## config.mk

```make
export PLATFORM = sky130hd
export DESIGN_NAME = md_particle_loader
export DESIGN_NICKNAME = d
export VERILOG_FILES = /design/src/rtl/md_lr_pkg.sv /design/src/rtl/md_pl_fifo.sv /design/src/rtl/md_particle_loader.sv
export SDC_FILE = /design/constraint.sdc
export NUM_CORES = 1
export LEC_CHECK = 0
export BUFFER_PORTS_ARGS = -buffer_cell sky130_fd_sc_hd__buf_2
export CELL_PAD_IN_SITES_DETAIL_PLACEMENT = 2
export CELL_PAD_IN_SITES_GLOBAL_PLACEMENT = 2
export CORE_UTILIZATION = 39
export CTS_BUF_LIST = sky130_fd_sc_hd__clkbuf_4 sky130_fd_sc_hd__clkbuf_8 sky130_fd_sc_hd__clkbuf_16
export DETAILED_ROUTE_END_ITERATION = 12
export PLACE_DENSITY_LB_ADDON = 0.08
export RECOVER_POWER = 100
export SETUP_SLACK_MARGIN = 0.15
export SYNTH_ARGS = -nofsm -noshare
export SYNTH_HDL_FRONTEND = slang
export SYNTH_HIERARCHICAL = 1
export SYNTH_SLANG_ARGS = --single-unit
```

## constraint.sdc

```tcl
create_clock -name clk -period 18.5 [get_ports clk]
set_input_delay 2.775 -clock clk [delete_from_list [all_inputs] [get_ports clk]]
set_output_delay 2.775 -clock clk [all_outputs]
set_load 0.02 [all_outputs]
```

## src/rtl/md_lr_pkg.sv

```systemverilog
// Shared types and constants for the MD particle loader.
// FSM state encoding and ROM latency legal range.
package md_lr_pkg;

  typedef enum logic [1:0] {
    ST_IDLE  = 2'd0,
    ST_LOAD  = 2'd1,
    ST_DRAIN = 2'd2
  } pl_state_e;

  localparam int unsigned ROMLAT_MIN = 1;
  localparam int unsigned ROMLAT_MAX = 3;

  function automatic logic romlat_ok(input int unsigned lat);
    return (lat >= ROMLAT_MIN) && (lat <= ROMLAT_MAX);
  endfunction

endpackage

```

## src/rtl/md_pl_fifo.sv

```systemverilog
// Synchronous FIFO with first-word-fall-through head.
// Depth need not be a power of two; pointers wrap explicitly.
module md_pl_fifo
  import md_lr_pkg::*;
#(
  parameter int unsigned W     = 8,
  parameter int unsigned DEPTH = 2,
  localparam int unsigned AW   = (DEPTH > 1) ? $clog2(DEPTH) : 1,
  localparam int unsigned CW   = $clog2(DEPTH + 1)
) (
  input  logic          clk,
  input  logic          rst,
  input  logic          push,
  input  logic          pop,
  input  logic [W-1:0]  wdata,
  output logic [W-1:0]  rdata,
  output logic          empty,
  output logic [CW-1:0] count
);

  logic [W-1:0]  mem [DEPTH];
  logic [AW-1:0] wptr;
  logic [AW-1:0] rptr;
  logic          do_push;
  logic          do_pop;

  function automatic logic [AW-1:0] ptr_inc(input logic [AW-1:0] p);
    return (p == AW'(DEPTH - 1)) ? '0 : p + AW'(1);
  endfunction

  assign empty   = (count == '0);
  assign do_pop  = pop && !empty;
  assign do_push = push && ((count != CW'(DEPTH)) || do_pop);
  assign rdata   = mem[rptr];

  // Storage array; contents are don't-care while empty.
  always_ff @(posedge clk) begin
    if (do_push) mem[wptr] <= wdata;
  end

  // Pointers and occupancy.
  always_ff @(posedge clk) begin
    if (rst) begin
      wptr  <= '0;
      rptr  <= '0;
      count <= '0;
    end else begin
      if (do_push) wptr <= ptr_inc(wptr);
      if (do_pop)  rptr <= ptr_inc(rptr);
      unique case ({do_push, do_pop})
        2'b10:   count <= count + CW'(1);
        2'b01:   count <= count - CW'(1);
        default: count <= count;
      endcase
    end
  end

endmodule

```

## src/rtl/md_particle_loader.sv

```systemverilog
// Streams particle records from ROM into accelerator particle memory.
// Optional stall counter: define MD_PLOADER_STALLCNT_EN.
module md_particle_loader
  import md_lr_pkg::*;
#(
  parameter int unsigned MAXNUMP = 32'd4096,
  parameter int unsigned PDATAW  = 32'd125,
  parameter int unsigned ROMLAT  = 32'd1,
  localparam int unsigned PADDRW = $clog2(MAXNUMP)
) (
  input  logic              clk,
  input  logic              rst,
  input  logic              start,
  input  logic [PADDRW:0]   nump,
  output logic              busy,
  output logic              done,
  output logic              rom_me,
  output logic [PADDRW-1:0] rom_addr,
  input  logic [PDATAW-1:0] rom_rdata,
  input  logic              pready,
  output logic              pvalid,
  output logic [PADDRW-1:0] paddr,
  output logic              pwe,
  output logic [PDATAW-1:0] pwdata,
  output logic              plast,
  output logic [31:0]       pstall_cnt
);

  localparam int unsigned DEPTH = ROMLAT + 1;
  localparam int unsigned FW    = PADDRW + PDATAW;
  localparam int unsigned CW    = $clog2(DEPTH + 1);
  localparam logic [PADDRW:0] MAXN    = (PADDRW + 1)'(MAXNUMP);
  localparam logic [3:0]      CREDITS = 4'(DEPTH);

  if (!romlat_ok(ROMLAT)) begin : g_bad_romlat
    $error("md_particle_loader: ROMLAT out of range");
  end

  pl_state_e         state;
  pl_state_e         state_nxt;
  logic [PADDRW:0]   nump_c;
  logic [PADDRW-1:0] last_addr;
  logic [PADDRW-1:0] rd_addr;
  logic              start_ok;
  logic              issue_ok;
  logic              beat;
  logic              fifo_empty;
  logic [ROMLAT-1:0] sv;
  logic [PADDRW-1:0] sa [ROMLAT];
  logic [CW-1:0]     fcnt;
  logic [3:0]        infl;
  logic [3:0]        used;
  logic [FW-1:0]     head;
  logic [PADDRW-1:0] head_addr;

  assign nump_c   = (nump > MAXN) ? MAXN : nump;
  assign start_ok = start && (state == ST_IDLE);
  assign beat     = pvalid && pready;
  assign busy     = (state != ST_IDLE);
  assign rom_addr = rd_addr;

  // Reads still travelling through the ROM pipeline.
  always_comb begin
    infl = '0;
    for (int i = 0; i < ROMLAT; i++) infl = infl + {3'b000, sv[i]};
  end

  // A slot freed by this cycle's beat can be reused immediately,
  // which keeps one beat per cycle with pready held high.
  assign used     = 4'(fcnt) + infl - {3'b000, beat};
  assign issue_ok = (used < CREDITS);

  // Next-state and ROM read enable.
  always_comb begin
    state_nxt = state;
    rom_me    = 1'b0;
    unique case (state)
      ST_IDLE: begin
        if (start && (nump_c != '0)) state_nxt = ST_LOAD;
      end
      ST_LOAD: begin
        rom_me = issue_ok;
        if (issue_ok && (rd_addr == last_addr)) state_nxt = ST_DRAIN;
      end
      ST_DRAIN: begin
        if (beat && plast) state_nxt = ST_IDLE;
      end
      default: state_nxt = ST_IDLE;
    endcase
  end

  // State, read address counter, load bound and done pulse.
  always_ff @(posedge clk) begin
    if (rst) begin
      state     <= ST_IDLE;
      last_addr <= '0;
      rd_addr   <= '0;
      done      <= 1'b0;
    end else begin
      state <= state_nxt;
      done  <= (start_ok && (nump_c == '0)) || (beat && plast);
      if (start_ok) begin
        last_addr <= nump_c[PADDRW-1:0] - PADDRW'(1);
        rd_addr   <= '0;
      end else if (rom_me && (rd_addr != last_addr)) begin
        rd_addr <= rd_addr + PADDRW'(1);
      end
    end
  end

  // Valid bits of in-flight reads; cleared on reset to drop returns.
  always_ff @(posedge clk) begin
    if (rst) begin
      sv <= '0;
    end else begin
      sv[0] <= rom_me;
      for (int i = 1; i < ROMLAT; i++) sv[i] <= sv[i-1];
    end
  end

  // Address tags travelling alongside the ROM reads.
  always_ff @(posedge clk) begin
    sa[0] <= rd_addr;
    for (int i = 1; i < ROMLAT; i++) sa[i] <= sa[i-1];
  end

  md_pl_fifo #(
    .W     (FW),
    .DEPTH (DEPTH)
  ) u_fifo (
    .clk   (clk),
    .rst   (rst),
    .push  (sv[ROMLAT-1]),
    .pop   (beat),
    .wdata ({sa[ROMLAT-1], rom_rdata}),
    .rdata (head),
    .empty (fifo_empty),
    .count (fcnt)
  );

  assign head_addr = head[FW-1 -: PADDRW];
  assign pvalid    = !fifo_empty;
  assign pwe       = pvalid;
  assign paddr     = pvalid ? head_addr : '0;
  assign pwdata    = pvalid ? head[PDATAW-1:0] : '0;
  assign plast     = pvalid && busy && (head_addr == last_addr);

`ifdef MD_PLOADER_STALLCNT_EN
  logic [31:0] stall_q;

  // Saturating count of cycles a beat waits on pready.
  always_ff @(posedge clk) begin
    if (rst) begin
      stall_q <= '0;
    end else if (start_ok) begin
      stall_q <= '0;
    end else if (pvalid && !pready && (stall_q != '1)) begin
      stall_q <= stall_q + 32'd1;
    end
  end

  assign pstall_cnt = stall_q;
`else
  assign pstall_cnt = '0;
`endif

endmodule

```

Word level (Yosys, flattened, before mapping)

Memories as Yosys holds them, arrays and structs flattened. A register that Yosys moved wholly into a read port is not among the register bits.
Cells that the tools add are included.

RAM bits: 286
Output and inout bits: 187
Memories kept: 2
Register bits: 32

Eq/ne operators: 11
$lt $le $gt $ge: 2
Muxes and demuxes: 15
$add $sub $neg: 8
Reduce and logical (&&, ||, !) cells: 22

Memory list:

| memory     | words | width | read ports | clocked after memory_dff | wr ports | RTL line                 | RTL |
|---|---|---|---|---|---|---|---|
| u_fifo.mem | 2     | 137   | 1          | 1                        | 1        | md_pl_fifo.sv:21         | `logic [W-1:0] mem [DEPTH];` |
| sa         | 1     | 12    | 1          | 0                        | 1        | md_particle_loader.sv:49 | `logic [PADDRW-1:0] sa [ROMLAT];` |

Operator list:

| cell                                                       | count |
|---|---|
| 2-to-1 mux 125 bit                                         | 1 |
| equality test 12 bit                                       | 2 |
| greater-than comparator 13 bit, second input constant      | 1 |
| logical NOT 13 bit                                         | 1 |
| 2-to-1 mux 13 bit                                          | 1 |
| nonzero test 13 bit                                        | 1 |
| adder 12 x 1 -> 12 bit, second input constant              | 1 |
| 2-to-1 mux 12 bit                                          | 1 |
| inequality test 12 bit                                     | 1 |
| subtractor 12 x 1 -> 12 bit, second input constant         | 1 |
| logical AND 1 bit                                          | 11 |
| 2-to-1 mux 1 bit                                           | 7 |
| 2-to-1 mux 2 bit                                           | 3 |
| inequality test 2 bit, second input constant               | 3 |
| case mux 2 bit (3 select lines)                            | 1 |
| equality test 2 x 1 -> 1 bit, second input constant        | 2 |
| equality test 2 bit, second input constant                 | 2 |
| logical NOT 2 bit                                          | 2 |
| less-than comparator 4 x 2 -> 1 bit, second input constant | 1 |
| case mux 2 bit (2 select lines)                            | 1 |
| nonzero test 2 bit                                         | 2 |
| subtractor 3 x 1 -> 4 bit                                  | 1 |
| adder 2 x 1 -> 3 bit                                       | 1 |
| AND reduction 3 bit                                        | 1 |
| 7 further kinds                                            | 9 |

Longest topological paths before layout

Word-level depth: 8
Gate-level depth with buffers: 12
Mapped depth without buffers: 10

Modules after synthesis

The synthesis kept the hierarchy.

By module, submodules not included:

| module             | times used | cells an instance | sequential area each (um2) | area each (um2) |
|---|---|---|---|---|
| md_pl_fifo         | 1          | 451               | 8328.0                     | 10074.7 |
| md_particle_loader | 1          | 429               | 800.8                      | 3226.8 |

Worst setup path after synthesis

OpenSTA, ideal clock, no wires.

Path type: in2reg
From: input port pready
To: memory u_fifo/mem[0][0] (netlist name) (enable)
Stages on the path: 3
Path buffers: 0
Slack: 8.996 ns
Required time: 17.865 ns
Arrival: 8.869 ns
Cells stage by stage: nor2b_1 o31ai_2 nor2_1

Word-level cells in the longest chain between the ends: 6

Ends and longest elaborated chain:

| what                                   | RTL line                 | RTL |
|---|---|---|
| start: declaration                     | md_particle_loader.sv:20 | `input logic pready,` |
| logical AND 1 bit                      | md_particle_loader.sv:58 | `assign beat = pvalid && pready;` |
| logical AND 1 bit                      | md_pl_fifo.sv:32         | `assign do_pop = pop && !empty;` |
| logical OR 1 bit                       | md_pl_fifo.sv:33         | `assign do_push = push && ((count != CW'(DEPTH)) \|\| do_pop);` |
| logical AND 1 bit                      | md_pl_fifo.sv:33         |  |
| 2-to-1 mux 1 bit                       | md_pl_fifo.sv:38         | `if (do_push) mem[wptr] <= wdata;` |
| 2-to-1 mux 1 bit (not written as such) | md_pl_fifo.sv:38         |  |
| end: declaration                       | md_pl_fifo.sv:21         |  |

No other way between the ends.

Worst setup path in the final report

From: register u_fifo.count[1]
To: output port rom_me

Word-level cells in the longest chain between the ends: 6

Ends and longest elaborated chain:

| what                                | RTL line                  | RTL |
|---|---|---|
| start: declaration                  | md_pl_fifo.sv:18          | `output logic [CW-1:0] count` |
| start signal: assignment            | md_pl_fifo.sv:51          | `2'b10: count <= count + CW'(1);` |
| start signal: assignment            | md_pl_fifo.sv:52          | `2'b01: count <= count - CW'(1);` |
| start signal: assignment            | md_pl_fifo.sv:53          | `default: count <= count;` |
| logical NOT 2 bit                   | md_pl_fifo.sv:31          | `assign empty = (count == '0);` |
| net fifo_empty                      | md_particle_loader.sv:47  | `logic fifo_empty;` |
| logical NOT 1 bit                   | md_particle_loader.sv:142 | `assign pvalid = !fifo_empty;` |
| logical AND 1 bit                   | md_particle_loader.sv:58  |  |
| net beat                            | md_particle_loader.sv:46  | `logic beat;` |
| subtractor 3 x 1 -> 4 bit           | md_particle_loader.sv:70  | `assign used = 4'(fcnt) + infl - {3'b000, beat};` |
| less-than comparator 4 x 2 -> 1 bit | md_particle_loader.sv:71  | `assign issue_ok = (used < CREDITS);` |
| 2-to-1 mux 1 bit                    | md_particle_loader.sv:77  | `unique case (state)` |
| end: declaration                    | md_particle_loader.sv:17  | `output logic rom_me,` |

The timed path passes the listed nets, and every way through them passes these cells.

==> results.ini <==
[cts]
cts_tree=yes
path_clk_slew_ns=0.06
cts_root_buf=clkbuf_16
htreeDepth=2
numCtsBuffers=37
worstSkewPairLatency_ns=0.51
cts_setup_buffers=0
clkSinkCount=319
ctsResizeCount=0
ctsHoldBuffers=0
cts_buffer_depth=3

[flow_run]
cap_violations=6

[critical_path]
critPathMostFrequentCell=clkbuf_1
crit_family=buffers and inverters
reg2reg_slack_ns=11.63
r2r_start=u_fifo/count[1]
worst_setup_path_end_kind=output pin
crit_slowest_cell=clkbuf_1
startpoint=u_fifo/count[1]
cp_max_fo=53
max_stage_delay_ns=1.90
reg2reg_to=u_fifo/mem[0][43]
critical_path_class=reg -> out
cp-start-kind=flip-flop
cp_data_required_time_ns=15.73
cp_num_buf_inv=2
worstPathCellList=nor2_1 -> clkbuf_1 -> nor2b_1 -> nand2b_1 -> a21boi_0 -> fa_1 -> a2111oi_0 -> clkbuf_1
r2r_cells=6
cp.arrival_ns=5.74

[cells_and_area]
filler_cell_count=3402
area_growth_pct=20.3
final_cell_mix=274 x edfxtp_1, 234 x clkbuf_1, 141 x nor2b_1, 137 x mux2_1, 69 x buf_2
final_common_cell=edfxtp_1
drive_gt1_frac=0.112
fin_cells=1662
nNetsFinal=1327

[synth]
synth_xor_xnor_area_share=0.0230
async_reset_ff_frac=0
synth_adder_area_share=0.00527
ys_ff_latch=319
postSynthCellCount=880
synth_ff_type=edfxtp_1
syn-cell-area_um2=13300
synth_compound_area_frac=0.0264
synth.area.mux_share=0.118
syn_area_per_cell_um2=15.1
synth_edf_count=274
synth_top_family_by_area=multiplexers
synth.distinct_cells=48
seq_area_frac_synth=0.686
yosys.area_share.simple=0.106
yosysWarnings=6

[die]
design.portCount=329
die_area_um2=34800
num_rows=67
initial_utilization=0.397
die_w_um=187
die_h_um=187
coreArea_um2=33500

[drt]
routedWlPerCell_um=21.3
vias=8170
ant_nets=0
first_pass_iters=4
drt_iter0_drc=362
drt_wl_total_mm=35.5
vias_per_cell=4.92
drc=0

[global_route]
grt_max_degree=89
track_usage=0.201
antenna_found_initial=6
grt_pass1_vias=8886
grt_pass1_wl_mm=53.3
gr-total-overflow=0

[hold_path]
min_from=sa[0][5]
hold_path_depth=0
hp-class=reg -> reg
holdPathEnd=u_fifo/mem[0][130]

[outcome]
status=complete, but fails checks
failed_checks=capacitance limit, slew limit

[sta]
holdWs_ns=0.425
drv_slew=421
clock_skew_ns=0.0266
final.min_clock_period_ns=8.52
hold_violations=0
timing.fmax_mhz=117
worstMarginPinSlew_ns=4.83
finalSetupViolCount=0
post-route-period-util=0.461
relSlewSlack=-2.22
rsz0062_at_grt=false
finalSetupTns_ns=0

[power]
p_per_area_nw_per_um2=116
leakage_nw=5.26
vdd_drop_max_mv=0.0580

[place]
dp_cells=1589
io_buffers=296
dp_hpwl_mm=23.8
gp_congestion=0.782

## state kept, by name, indices dropped and copies added (netlist names), named ones only
name and cells:
done 1, last_addr 12, rom_addr 12, sa 12, state 2, sv 1
u_fifo/count 2, u_fifo/mem 274, u_fifo/rptr 1, u_fifo/wptr 1
## cell usage after synthesis (2+ instances only)
| cell | number | share of area |
|---|---|---|
| o31ai_1 | 3 | 0.0017 |
| nor2b_1 | 141 | 0.066 |
| and2_1 | 2 | 0.00094 |
| ha_1 | 4 | 0.0038 |
| nor3_1 | 14 | 0.0053 |
| xnor2_1 | 29 | 0.019 |
| a211oi_1 | 4 | 0.0023 |
| edfxtp_1 | 274 | 0.62 |
| o21bai_1 | 3 | 0.0017 |
| nand2b_1 | 5 | 0.0024 |
| nor4_1 | 6 | 0.0028 |
| or4_1 | 4 | 0.0023 |
| inv_1 | 7 | 0.0020 |
| buf_2 | 16 | 0.0060 |
| a21oi_1 | 17 | 0.0064 |
| nand4_1 | 6 | 0.0028 |
| or3_1 | 11 | 0.0052 |
| clkbuf_1 | 22 | 0.0062 |
| buf_1 | 2 | 0.00056 |
| buf_4 | 34 | 0.019 |
| o21ai_1 | 12 | 0.0045 |
| mux2_1 | 137 | 0.12 |
| nand3_1 | 10 | 0.0038 |
| o21ai_0 | 2 | 0.00075 |
| dfxtp_1 | 45 | 0.068 |
| and3_1 | 2 | 0.00094 |
| nand2_1 | 16 | 0.0045 |
| a31oi_1 | 2 | 0.00094 |
| nor2_1 | 25 | 0.0071 |
| xor2_1 | 6 | 0.0040 |
| o31ai_2 | 2 | 0.0019 |
## where the power goes
part	total [W]	internal, W	switching (W)
Sequential	0.000857	0.000839	0.0000183
Clock	0.000717	0.000440	0.000277
Combinational	0.000276	0.0000824	0.000194
Total	0.00185	0.00136	0.000489
## cells by family (layout without fill, tap and decap cells)
logic type,Yosys count,after routing
AOI/OAI and AO/OA,53,53
xor gates and xnor gates,35,35
adders and majority gates,5,5
buffers and inverters,82,378
DFF,319,319
muxes,139,139
other,1,39
and+or+nand+nor,246,246
## stage by stage
| stage | cell area [um^2] | utilization | setup WS (ns) | total power (W) |
|---|---|---|---|---|
| after floorplan | 13400 | - | 9.00 | 0.00106 |
| after global placement | 15100 | 0.451 | 10.98 | 0.00115 |
| after detailed placement | 15100 | 0.451 | 10.83 | 0.00116 |
| after CTS | 16300 | 0.487 | 10.82 | 0.00189 |
| after global routing | 16000 | 0.477 | 9.26 | 0.00193 |
| final | 16000 | 0.477 | 9.98 | 0.00185 |
## routing by layer
metal / track usage / wire, um / vias to the layer above
li1: - / - / 3746
met1: 0.236 / 14200 / 4115
met2: 0.368 / 18700 / 257
met3: 0.0346 / 1690 / 52
met4: 0.0681 / 901 / 0
met5: 0 / 0 / -
## worst max-delay path by stage
stage / to / slack, ns / cells past startpoint
2_1_floorplan: u_fifo/mem[0][0] / 9.00 / 3
3_3_place_gp: rom_me / 10.98 / 7
3_5_place_dp: rom_me / 10.83 / 7
4_1_cts: rom_me / 10.82 / 7
5_1_grt: rom_me / 9.26 / 8
6_report: rom_me / 9.98 / 8
## cell type report
type / instances / area [um^2] / area share
Sequential cell: 319 / 9130 / 0.571
Inverter: 8 / 30.0 / 0.00188
Clock buffer: 44 / 996 / 0.0622
Multi-Input combinational cell: 510 / 3820 / 0.239
Timing Repair Buffer: 304 / 1230 / 0.0769
Antenna cell: 7 / 17.5 / 0.00109
Tap cell: 448 / 561 / 0.0350
Clock inverter: 22 / 213 / 0.0133
Note: power is estimated with default switching activity, not from simulation.
